===== src/rtl/regwrite_scheduler_if.sv =====
// Issue/completion handshake and write-back control bundle for regwrite_scheduler.
// The master side is the control FSM plus execute path; the slave side is the scheduler.
interface regwrite_scheduler_if;
  logic       start;
  logic [5:0] opcode;
  logic [5:0] funct;
  logic       exec_done;
  logic       ovf;
  logic [2:0] reg_dst_sel;
  logic       reg_write;
  logic       busy;
  logic       done;
  logic       exc_ovf;
  logic       exc_illegal;
  logic       exc_timeout;

  modport master (
    output start, opcode, funct, exec_done, ovf,
    input  reg_dst_sel, reg_write, busy, done, exc_ovf, exc_illegal, exc_timeout
  );

  modport slave (
    input  start, opcode, funct, exec_done, ovf,
    output reg_dst_sel, reg_write, busy, done, exc_ovf, exc_illegal, exc_timeout
  );
endinterface


===== src/rtl/regwrite_scheduler.sv =====
// Write-back sequencer: decodes an issued instruction, waits for execute completion,
// then drives RegDst and a single reg_write pulse or reports why the write was dropped.
module regwrite_scheduler #(
  parameter int MAX_WAIT = 64
) (
  input logic             clk,
  input logic             reset,
  regwrite_scheduler_if.slave bus
);

  typedef enum logic [1:0] {IDLE, WAIT_EXEC, WRITE, FINISH} state_t;

  state_t     state, stateNext;
  logic [7:0] waitCnt, waitCntNext;
  logic [2:0] sel, selNext;
  logic       chkOvf, chkOvfNext;

  logic       decWrite, decChk, decIllegal;
  logic [2:0] decSel;

  logic [2:0] dstSelNext;
  logic       busyNext, doneNext, regWriteNext;
  logic       excOvfNext, excIllegalNext, excTimeoutNext;

  // Instruction class decode, only consumed in IDLE when start is accepted
  always_comb begin
    decWrite   = 1'b0;
    decChk     = 1'b0;
    decIllegal = 1'b0;
    decSel     = 3'b000;
    case (bus.opcode)
      6'h00: begin
        case (bus.funct)
          6'h08, 6'h18, 6'h1A, 6'h0D, 6'h13: decWrite = 1'b0;
          default: begin
            decWrite = 1'b1;
            decSel   = 3'b001;
            decChk   = (bus.funct == 6'h20) || (bus.funct == 6'h22);
          end
        endcase
      end
      6'h08: begin
        decWrite = 1'b1;
        decChk   = 1'b1;
      end
      6'h09, 6'h0A, 6'h0F, 6'h20, 6'h23: decWrite = 1'b1;
      6'h03: begin
        decWrite = 1'b1;
        decSel   = 3'b010;
      end
      6'h02, 6'h04, 6'h05, 6'h06, 6'h07, 6'h28, 6'h2B: decWrite = 1'b0;
      default: decIllegal = 1'b1;
    endcase
  end

  // Next-state logic; outputs are derived from the next state so they can be registered
  always_comb begin
    stateNext      = state;
    waitCntNext    = waitCnt;
    selNext        = sel;
    chkOvfNext     = chkOvf;
    excOvfNext     = 1'b0;
    excIllegalNext = 1'b0;
    excTimeoutNext = 1'b0;
    case (state)
      IDLE: begin
        selNext    = 3'b000;
        chkOvfNext = 1'b0;
        if (bus.start) begin
          selNext     = decSel;
          chkOvfNext  = decChk;
          waitCntNext = 8'd0;
          if (decIllegal) begin
            stateNext      = FINISH;
            excIllegalNext = 1'b1;
          end else if (decWrite) begin
            stateNext = WAIT_EXEC;
          end else begin
            stateNext = FINISH;
          end
        end
      end
      WAIT_EXEC: begin
        if (bus.exec_done) begin
          if (chkOvf && bus.ovf) begin
            stateNext  = FINISH;
            excOvfNext = 1'b1;
          end else begin
            stateNext = WRITE;
          end
        end else if (waitCnt == 8'(MAX_WAIT - 1)) begin
          stateNext      = FINISH;
          excTimeoutNext = 1'b1;
        end else begin
          waitCntNext = waitCnt + 8'd1;
        end
      end
      WRITE: stateNext = FINISH;
      FINISH: begin
        stateNext  = IDLE;
        selNext    = 3'b000;
        chkOvfNext = 1'b0;
      end
      default: stateNext = IDLE;
    endcase

    busyNext     = (stateNext != IDLE);
    regWriteNext = (stateNext == WRITE);
    doneNext     = (stateNext == FINISH);
    dstSelNext   = (stateNext == IDLE) ? 3'b000 : selNext;
  end

  // State and registered Moore outputs; reset aborts any instruction in flight
  always_ff @(posedge clk or posedge reset) begin
    if (reset) begin
      state           <= IDLE;
      waitCnt         <= 8'd0;
      sel             <= 3'b000;
      chkOvf          <= 1'b0;
      bus.reg_dst_sel <= 3'b000;
      bus.reg_write   <= 1'b0;
      bus.busy        <= 1'b0;
      bus.done        <= 1'b0;
      bus.exc_ovf     <= 1'b0;
      bus.exc_illegal <= 1'b0;
      bus.exc_timeout <= 1'b0;
    end else begin
      state           <= stateNext;
      waitCnt         <= waitCntNext;
      sel             <= selNext;
      chkOvf          <= chkOvfNext;
      bus.reg_dst_sel <= dstSelNext;
      bus.reg_write   <= regWriteNext;
      bus.busy        <= busyNext;
      bus.done        <= doneNext;
      bus.exc_ovf     <= excOvfNext;
      bus.exc_illegal <= excIllegalNext;
      bus.exc_timeout <= excTimeoutNext;
    end
  end

endmodule


===== src/flat_wrapper.sv =====
// flat-port wrapper written by rule: the top's interface ports become plain ports
module regwrite_scheduler_flat 
#(
  parameter int MAX_WAIT = 64
)
  (clk, reset, bus_start, bus_opcode, bus_funct, bus_exec_done, bus_ovf, bus_reg_dst_sel, bus_reg_write, bus_busy, bus_done, bus_exc_ovf, bus_exc_illegal, bus_exc_timeout);
  regwrite_scheduler_if bus_i ();
  input logic clk;
  input logic reset;
  input wire logic [$bits(bus_i.start)-1:0] bus_start;
  input wire logic [$bits(bus_i.opcode)-1:0] bus_opcode;
  input wire logic [$bits(bus_i.funct)-1:0] bus_funct;
  input wire logic [$bits(bus_i.exec_done)-1:0] bus_exec_done;
  input wire logic [$bits(bus_i.ovf)-1:0] bus_ovf;
  output wire logic [$bits(bus_i.reg_dst_sel)-1:0] bus_reg_dst_sel;
  output wire logic [$bits(bus_i.reg_write)-1:0] bus_reg_write;
  output wire logic [$bits(bus_i.busy)-1:0] bus_busy;
  output wire logic [$bits(bus_i.done)-1:0] bus_done;
  output wire logic [$bits(bus_i.exc_ovf)-1:0] bus_exc_ovf;
  output wire logic [$bits(bus_i.exc_illegal)-1:0] bus_exc_illegal;
  output wire logic [$bits(bus_i.exc_timeout)-1:0] bus_exc_timeout;
  assign bus_i.start = bus_start;
  assign bus_i.opcode = bus_opcode;
  assign bus_i.funct = bus_funct;
  assign bus_i.exec_done = bus_exec_done;
  assign bus_i.ovf = bus_ovf;
  assign bus_reg_dst_sel = bus_i.reg_dst_sel;
  assign bus_reg_write = bus_i.reg_write;
  assign bus_busy = bus_i.busy;
  assign bus_done = bus_i.done;
  assign bus_exc_ovf = bus_i.exc_ovf;
  assign bus_exc_illegal = bus_i.exc_illegal;
  assign bus_exc_timeout = bus_i.exc_timeout;
  regwrite_scheduler #(.MAX_WAIT(MAX_WAIT)) u_core (.clk(clk), .reset(reset), .bus(bus_i));
endmodule

===== config.mk =====
export PLATFORM = sky130hd
export DESIGN_NAME = regwrite_scheduler_flat
export DESIGN_NICKNAME = d
export VERILOG_FILES = /design/src/rtl/regwrite_scheduler_if.sv /design/src/rtl/regwrite_scheduler.sv /design/src/flat_wrapper.sv
export SDC_FILE = /design/constraint.sdc
export NUM_CORES = 1
export LEC_CHECK = 0
export ABC_AREA = 1
export BUFFER_PORTS_ARGS = -buffer_cell sky130_fd_sc_hd__buf_2
export CAP_MARGIN = 20
export CORE_AREA = 2 2 67 69
export CTS_BUF_LIST = sky130_fd_sc_hd__clkbuf_4 sky130_fd_sc_hd__clkbuf_8 sky130_fd_sc_hd__clkbuf_16
export DETAILED_ROUTE_END_ITERATION = 12
export DIE_AREA = 0 0 69 71
export HOLD_SLACK_MARGIN = 0.03
export RECOVER_POWER = 25
export SLEW_MARGIN = 20
export SYNTH_ARGS = -nofsm -noshare
export SYNTH_HDL_FRONTEND = slang
export SYNTH_SLANG_ARGS = --single-unit

===== constraint.sdc =====
create_clock -name clk -period 4.43 [get_ports clk]
set_input_delay 0.886 -clock clk [delete_from_list [all_inputs] [get_ports clk]]
set_output_delay 0.886 -clock clk [all_outputs]
set_load 0.02 [all_outputs]

==> results.json, run 1 <==
{
  "area_growth_pct": 15.1,
  "die_width_um": 69,
  "grt_pass1_vias": 1093,
  "die_y_um": 71,
  "critPathTopFamily": "simple AND/OR/NAND/NOR gates",
  "numPortBuffers": 25,
  "path_max_fanout": 13,
  "seq_area_um2": 576,
  "avgRoutedWirePerCell_um": 10.2,
  "p_leak_uw": 0.000892,
  "hold_depth": 2,
  "antenna_found_initial": 0,
  "crit_required_ns": 4.58,
  "worstSetupStartpointType": "register",
  "synth_fp_nets": 203,
  "finalCriticalPeriod_ns": 1.90,
  "dieArea_mm2": 0.00490,
  "ant_nets": 0,
  "multi_input_area_um2": 694,
  "status": "finished, final reports clean",
  "synth-seq-cells": 23,
  "seq_area_frac_synth": 0.406,
  "max_slew_margin": 0.402,
  "period_share": 0.430,
  "cp_common_cell": "inv_1",
  "cts.sinks": 23,
  "hold_class": "reg2reg",
  "grt_use_total": 0.113,
  "clk_latency_ns": 0.27,
  "layout_common_cells": "nand2_1 (45), inv_1 (26), buf_2 (25)",
  "yosys_warnings": 0,
  "dr_total_vias": 1152,
  "post_cts_resized": 0,
  "fmax_ghz": 0.525,
  "regToRegEndpoint": "u_core.waitCnt[7]$_DFFE_PP0P_",
  "peakVddDrop_v": 0.000164,
  "critPathLaunch": "u_core.state[1]$_DFF_PP0_",
  "finalClockSkew_ns": 0.00222,
  "setup_tns_ns": 0,
  "setup_viol": 0,
  "netlist_area_mm2": 0.00142,
  "post-cts-setup-buffers": 0,
  "hold_viol_final": 0,
  "cp_num_buf_inv": 3,
  "grt_setup_unrepaired": "no",
  "first_pass_iters": 5,
  "initial_core_util": 0.337,
  "synth-main-ff-cell": "dfrtp_1",
  "path_clk_slew_ns": 0.08,
  "total_power_uw": 736,
  "crit_path_cell_trace": "inv_1, ha_1, clkinv_4, nor2_2, nand3_2, nand2_2, inv_1, nand4_1, o21ai_0",
  "fin_nets": 231,
  "finalInstanceArea_mm2": 0.00163,
  "wirelength_um": 2640,
  "drive_above_1_share": 0.274,
  "synth_cell_types": 30,
  "powerDensity_mw_per_mm2": 451,
  "via_per_inst": 4.43,
  "antenna_cells": 0,
  "worst_slew_pin_slew_ns": 0.897,
  "maxCapViolations": 0,
  "cp.arrival_ns": 2.06,
  "grt_pass1_wl_um": 4600,
  "initialDrtViolationCount": 55,
  "grt_max_degree": 24,
  "avgSynthCellArea_um2": 7.83,
  "max_stage_delay_ns": 0.42,
  "crit_slowest_cell": "dfrtp_1",
  "cts_root_buf": "clkbuf_8",
  "synth_edf_count": 0,
  "dpl.hpwl_um": 2030,
  "route.detailed.drc": 0,
  "reg2reg_depth": 9,
  "crit_type": "reg2reg",
  "reg2reg_from": "u_core.state[1]$_DFF_PP0_",
  "ios": 26,
  "end_kind": "register",
  "ctsHoldBuffers": 0,
  "gp_routability_congestion": 0.782,
  "async_flop_share": 1.00,
  "hold_path_startpoint": "u_core.sel[2]$_DFF_PP0_",
  "cts_max_path_buffers": 2,
  "cts_buffers": 3,
  "nFillCells": 447,
  "place_area_mm2": 0.00159,
  "hold_end": "u_core.sel[2]$_DFF_PP0_",
  "htreeDepth": 1,
  "r2r_slack_ns": 2.53,
  "core_mm2": 0.00420,
  "cts_tree": "done",
  "drv_slew": 0,
  "grt_overflow": 0,
  "final_common_cell": "nand2_1",
  "syn_inst": 181,
  "rows": 24
}
-- synth_stat cells, types with 3 or more instances --
master    n  area share
nand4_1   3       0.013
nor2_2    4       0.018
nand2_2   5       0.022
inv_1    26       0.069
a21oi_1   5       0.018
xor2_1    3       0.019
dfrtp_1  23        0.41
nand3_1   8       0.028
ha_1      5       0.044
nor2_1   16       0.042
o21ai_0   8       0.028
inv_2     5       0.013
nand2_1  45        0.12
nor3_1    3       0.011
-- stage by stage --
| step | util | setup slack [ns] | hold WS (ns) | cells |
|---|---|---|---|---|
| 2_1_floorplan | - | 2.78 | 0.431 | 181 |
| 3_3_place_gp | 0.377 | 2.51 | 0.453 | 256 |
| 4_1_cts | 0.388 | 2.52 | 0.477 | 260 |
| 3_5_place_dp | 0.377 | 2.49 | 0.448 | 256 |
| 5_1_grt | 0.388 | 2.31 | 0.499 | 260 |
| 6_report | 0.388 | 2.53 | 0.473 | 260 |
-- power by group --
group	leakage [uW]	switching (uW)	total (uW)	internal [uW]
combinational	0.000556	229	343	115
clock	0.0000255	69.1	132	62.8
sequential	0.000311	20.1	261	241
total	0.000892	318	736	418
-- worst max-delay path by stage --
| stage | endpoint | slack, ns | depth (start not counted) |
|---|---|---|---|
| finish | u_core.waitCnt[7]$_DFFE_PP0P_ | 2.53 | 9 |
| global route | u_core.waitCnt[0]$_DFFE_PP0P_ | 2.31 | 9 |
| CTS | u_core.waitCnt[7]$_DFFE_PP0P_ | 2.52 | 9 |
| detailed placement | u_core.waitCnt[3]$_DFFE_PP0P_ | 2.49 | 7 |
| global placement | u_core.bus.reg_dst_sel[2]$_DFF_PP0_ | 2.51 | 9 |
| floorplan | u_core.bus.reg_dst_sel[0]$_DFF_PP0_ | 2.78 | 8 |
-- worst min-delay path: stages (launching register included) --
cell	delay, ns
dfrtp_1	0.34
nand2_1	0.05
inv_1	0.05
-- cell families after synthesis --
group                      after synthesis  synth area share
xor gates and xnor gates                 3            0.0185
AOI/OAI and AO/OA                       22             0.107
and+or+nand+nor                         94             0.320
adders and majority gates                5            0.0441
DFF                                     23             0.406
buffers and inverters                   34             0.104
-- cell type report --
class                           count  share of cell area
Clock buffer                        3              0.0253
Clock inverter                      1             0.00307
Inverter                           32              0.0767
Multi-Input combinational cell    124               0.426
Sequential cell                    23               0.353
Tap cell                           52              0.0399
Timing Repair Buffer               25              0.0767
-- per-layer routing --
metal | up-vias | GRT usage | wire length, um
li1 | 621 | - | -
met1 | 508 | 0.143 | 1220
met2 | 19 | 0.197 | 1320
met3 | 4 | 0.0171 | 75
met4 | 0 | 0.0392 | 34
met5 | - | 0 | 0
-- sequential cells by signal, summed over array words and instances (netlist names) --
name                    count
u_core.bus.reg_write        1
u_core.bus.exc_illegal      1
u_core.state                2
u_core.bus.done             1
u_core.sel                  3
u_core.waitCnt              8
u_core.chkOvf               1
u_core.bus.reg_dst_sel      3
u_core.bus.busy             1
u_core.bus.exc_ovf          1
u_core.bus.exc_timeout      1
Power figures use the tool's default switching activity.
==> inputs of run 2 (changes only) <==
Clock period 4.43 ns to 1.6 ns, I/O delays scaled along.
==> run 2 against run 1 <==
  * Combinational power grew to 4.1 times the previous value
  * Hold slack lost 0.22 ns
  * Critical path depth grew 1
  * Clock skew is essentially flat
  * Critical path type unchanged
  * Largest cell class unchanged
  * Highest routed layer unchanged
==> results.json, run 2 (same netlist as run 1, synthesis figures left out) <==
{
  "cts.sinks": 23,
  "grt_overflow": 0,
  "grt_busiest_layer": "met2",
  "cts_tree": "done",
  "avgRoutedWirePerCell_um": 10.2,
  "cp.arrival_ns": 1.72,
  "cts_root_buf": "clkbuf_8",
  "status": "finished, final reports clean",
  "drv_slew": 0,
  "gp_routability_congestion": 0.828,
  "use_met3": 0.0299,
  "initial_core_util": 0.337,
  "rows": 24,
  "drive_above_1_share": 0.371,
  "dr_total_vias": 1232,
  "layout_common_cells": "nand2_1 (43), buf_2 (25), inv_1 (23), dfrtp_1 (23), nor2_1 (14)",
  "top_regs": "u_core.waitCnt x8, u_core.bus.reg_dst_sel x3, u_core.sel x3",
  "fin_cells": 276,
  "finalClockSkew_ns": 0.00213,
  "via_per_inst": 4.46,
  "htreeDepth": 1,
  "antenna_found_initial": 0,
  "dieArea_mm2": 0.00490,
  "route.detailed.drc": 0,
  "critPathLaunch": "u_core.state[0]$_DFF_PP0_",
  "dp.cells": 266,
  "wirelength_um": 2800,
  "die_y_um": 71,
  "crit_required_ns": 1.77,
  "grt_use_total": 0.124,
  "setup_viol": 0,
  "fmax_ghz": 0.647,
  "area_growth_pct": 27.6,
  "max_slew_margin": 0.176,
  "hold_path_startpoint": "bus_exec_done",
  "grt_max_degree": 24,
  "path_clk_slew_ns": 0.09,
  "cts_max_path_buffers": 2,
  "clk_latency_ns": 0.27,
  "hold_class": "in2reg",
  "fin_nets": 247,
  "ctsHoldBuffers": 0,
  "path_max_fanout": 4,
  "grt_pass1_wl_um": 4880,
  "cts_buffers": 3,
  "use_met1": 0.127,
  "initialDrtViolationCount": 55,
  "ant_nets": 0,
  "die_width_um": 69,
  "final_common_cell": "nand2_1",
  "core_mm2": 0.00420,
  "grt_setup_unrepaired": "yes",
  "setup_tns_ns": 0,
  "reg2reg_from": "u_core.state[0]$_DFF_PP0_",
  "antenna_cells": 0,
  "finalCriticalPeriod_ns": 1.55,
  "regMostFlops": "u_core.waitCnt",
  "hold_viol_final": 0,
  "largest_reg_flops": 8,
  "total_power_uw": 2500,
  "p_leak_uw": 0.000966,
  "grtUsageMet2": 0.240,
  "numPortBuffers": 25,
  "worst_slew_pin_slew_ns": 1.24,
  "ios": 26,
  "maxCapViolations": 0,
  "dpl.hpwl_um": 2170,
  "crit_type": "reg2reg",
  "peakVddDrop_v": 0.000506,
  "period_share": 0.966,
  "end_kind": "register",
  "grt_pass1_vias": 1205,
  "worstSetupStartpointType": "register",
  "powerDensity_mw_per_mm2": 1380,
  "first_pass_iters": 4
}
==> run 2: path summary, 6_finish.rpt <==
| kind | to | slack, ns | cells past startpoint |
|---|---|---|---|
| min reg2reg | u_core.sel[0]$_DFF_PP0_ | 0.47 | 2 |
| max in group asynchronous | u_core.bus.done$_DFF_PP0_ | 0.44 | 3 |
| min | u_core.bus.exc_timeout$_DFF_PP0_ | 0.25 | 2 |
| max reg2reg | u_core.bus.reg_dst_sel[0]$_DFF_PP0_ | 0.05 | 10 |
| min in group asynchronous | u_core.bus.reg_write$_DFF_PP0_ | 0.43 | 3 |
| max | u_core.bus.reg_dst_sel[0]$_DFF_PP0_ | 0.05 | 10 |
==> run 2: power by group <==
part / switching (uW) / internal, uW / leakage, uW / total (uW)
Combinational: 759 / 651 / 0.000633 / 1410
Sequential: 44.7 / 666 / 0.000311 / 711
Clock: 199 / 176 / 0.0000217 / 375
Total: 1000 / 1490 / 0.000966 / 2500
==> run 2: metrics by stage <==
stage	instance area, um^2	hold slack, ns	setup WS, ns	util
2_1_floorplan	1420	0.322	0.130	-
3_3_place_gp	1670	0.379	0.0355	0.398
3_5_place_dp	1670	0.381	-0.0537	0.398
4_1_cts	1740	0.0799	0.0117	0.414
5_1_grt	1810	0.258	-0.0410	0.430
6_report	1810	0.253	0.0547	0.430
==> run 2: layer usage <==
| layer | wire length, um | share of wire | up-vias |
|---|---|---|---|
| met5 | 0 | 0 | - |
| met4 | 17 | 0.0061 | 0 |
| met3 | 75 | 0.027 | 2 |
| met2 | 1560 | 0.56 | 17 |
| met1 | 1150 | 0.41 | 566 |
| li1 | - | - | 647 |
==> run 2: area by class of cell <==
class	instances	area, um^2
Clock inverter	1	7.51
Fill cell	445	2390
Inverter	32	125
Tap cell	52	65.1
Clock buffer	3	41.3
Sequential cell	23	576
Multi-Input combinational cell	124	737
Timing Repair Buffer	41	258
==> run 2: worst max-delay path, cell delays in order (launching register included) <==
cell,delay [ns]
dfrtp_1,0.43
buf_6,0.14
ha_4,0.17
clkinv_4,0.06
nor2_2,0.04
nor2_2,0.10
nand2_2,0.07
a21oi_4,0.21
nand3_4,0.12
nand2_1,0.08
inv_1,0.03
==> run 2: repair_timing <==
item,4_1_cts,5_1_grt
buffers inserted,2,4
pin swaps,0,7
resized for setup,1,15
endpoints found under the setup margin,3,13
==> inputs of run 3 (changes only) <==
Clock period 1.6 ns to 1.66 ns, I/O delays scaled along.
==> run 3 against run 2 <==
  * Combinational power decreased by 22%
  * Fmax shrank 1.5%
  * Flip-flop and latch count stayed put
  * Via count decreased by 3.1%
  * Routed wire length decreased by 5.2%
  * Final cell count decreased by 2.9%
  * Setup slack improved by 0.036 ns
  * Largest cell class unchanged
==> results.json, run 3 (same netlist as run 1, synthesis figures left out) <==
{
  "powerDensity_mw_per_mm2": 1250,
  "crit_slowest_cell": "dfrtp_1",
  "grt_pass1_wl_um": 4510,
  "first_pass_iters": 4,
  "path_clk_slew_ns": 0.08,
  "hold_class": "in2reg",
  "clk_latency_ns": 0.26,
  "crit_type": "reg2reg",
  "dp_slack_ns": 0.00585,
  "top_regs": "u_core.waitCnt x8, u_core.bus.reg_dst_sel x3, u_core.sel x3",
  "end_kind": "register",
  "period_share": 0.945,
  "finalCriticalPeriod_ns": 1.57,
  "grt_max_degree": 24,
  "fmax_ghz": 0.637,
  "ant_nets": 0,
  "grt_use_total": 0.113,
  "hold_viol_final": 0,
  "max_slew_margin": 0.167,
  "route.detailed.drc": 0,
  "drive_above_1_share": 0.324,
  "maxCapViolations": 0,
  "dr_total_vias": 1194,
  "p_leak_uw": 0.000926,
  "finalClockSkew_ns": 0.00289,
  "wirelength_um": 2660,
  "critPathLaunch": "u_core.state[0]$_DFF_PP0_",
  "reg2reg_depth": 10,
  "regToRegEndpoint": "u_core.bus.reg_dst_sel[2]$_DFF_PP0_",
  "area_growth_pct": 20.3,
  "htreeDepth": 1,
  "avgRoutedWirePerCell_um": 9.91,
  "cts_tree": "done",
  "cts_buffers": 3,
  "worst_slew_pin_slew_ns": 1.25,
  "crit_required_ns": 1.82,
  "cts_max_path_buffers": 2,
  "peakVddDrop_v": 0.000470,
  "worstSetupStartpointType": "register",
  "critPathTopFamily": "simple AND/OR/NAND/NOR gates",
  "crit_path_cell_trace": "inv_1, ha_2, inv_2, or2_1, nor2_2, inv_2, nand2_4, nand3_4, nand2_1, inv_1",
  "dieArea_mm2": 0.00490,
  "cp_num_buf_inv": 4,
  "grt_overflow": 0,
  "path_max_fanout": 4,
  "final_common_cell": "nand2_1",
  "initial_core_util": 0.337,
  "max_stage_delay_ns": 0.42,
  "cts.sinks": 23,
  "fin_nets": 239,
  "fin_ws_ns": 0.0905,
  "reg2reg_from": "u_core.state[0]$_DFF_PP0_",
  "r2r_slack_ns": 0.09,
  "setup_tns_ns": 0,
  "gp_routability_congestion": 0.773,
  "finalInstanceArea_mm2": 0.00171,
  "grt_pass1_vias": 1111,
  "rows": 24,
  "cts_root_buf": "clkbuf_8",
  "hold_path_startpoint": "bus_exec_done",
  "place_area_mm2": 0.00164,
  "nFillCells": 441,
  "regMostFlops": "u_core.waitCnt",
  "via_per_inst": 4.46,
  "largest_reg_flops": 8,
  "setup_viol": 0,
  "core_mm2": 0.00420,
  "die_y_um": 71,
  "dpl.hpwl_um": 2130,
  "antenna_cells": 0,
  "layout_common_cells": "nand2_1 (44), inv_1 (26), buf_2 (25)",
  "ios": 26,
  "status": "finished, final reports clean",
  "hold_depth": 2,
  "numPortBuffers": 25,
  "die_width_um": 69,
  "cp.arrival_ns": 1.73,
  "grt_setup_unrepaired": "yes",
  "hold_end": "u_core.bus.exc_timeout$_DFF_PP0_",
  "initialDrtViolationCount": 50,
  "antenna_found_initial": 0,
  "drv_slew": 0
}
-- run 3: changes by cell type in the layout (fill, tap and decap cells not counted), sizes merged --
cell,delta
clkinv,+1
buf,-8
clkinvlp,-1
-- run 3: cell type report --
type | count | area [um^2] | area share
well taps | 52 | 65.1 | 0.0382
repair buffers | 33 | 181 | 0.106
inverters | 32 | 125 | 0.0734
clock buffers | 3 | 41.3 | 0.0242
flip-flops and latches | 23 | 576 | 0.337
multi-input cells | 124 | 712 | 0.417
clock inverters | 1 | 5.00 | 0.00293
-- run 3: worst max path at each step --
stage	to	slack (ns)	cells past startpoint
CTS	u_core.waitCnt[6]$_DFFE_PP0P_	0.02	7
finish	u_core.bus.reg_dst_sel[2]$_DFF_PP0_	0.09	10
global route	u_core.waitCnt[4]$_DFFE_PP0P_	-0.03	8
floorplan	u_core.bus.reg_dst_sel[0]$_DFF_PP0_	0.19	11
detailed placement	u_core.waitCnt[6]$_DFFE_PP0P_	0.006	7
global placement	u_core.waitCnt[4]$_DFFE_PP0P_	0.12	8
-- run 3: report_power, final --
part	leakage [uW]	total, uW	internal [uW]	switching (uW)
clock	0.0000255	341	167	174
combinational	0.000589	1100	442	656
sequential	0.000311	688	642	45.8
-- run 3: routing by layer --
metal  part of all wire  vias to the layer above  global-route usage  routed length (um)
met5                  0                        -                   0                   0
met4              0.021                        0              0.0523                  55
met3              0.023                        4              0.0171                  61
met2               0.54                       14               0.220                1430
met1               0.42                      542               0.118                1110
li1                   -                      634                   -                   -
-- run 3: stage by stage --
| stage | total power, uW | util | std cells | hold slack, ns |
|---|---|---|---|---|
| final | 2130 | 0.406 | 268 | 0.264 |
| after global routing | 2290 | 0.406 | 268 | 0.278 |
| after CTS | 2110 | 0.401 | 267 | 0.104 |
| after detailed placement | 1750 | 0.390 | 263 | 0.393 |
| after global placement | 1750 | 0.390 | 263 | 0.390 |
| after floorplan | 1480 | - | 181 | 0.334 |
-- run 3: repair_timing --
item / 4_1_cts / 5_1_grt
endpoints found under the setup margin: 0 / 11
hold buffers: 0 / 0
resized for setup: 0 / 6
setup buffers: 0 / 1
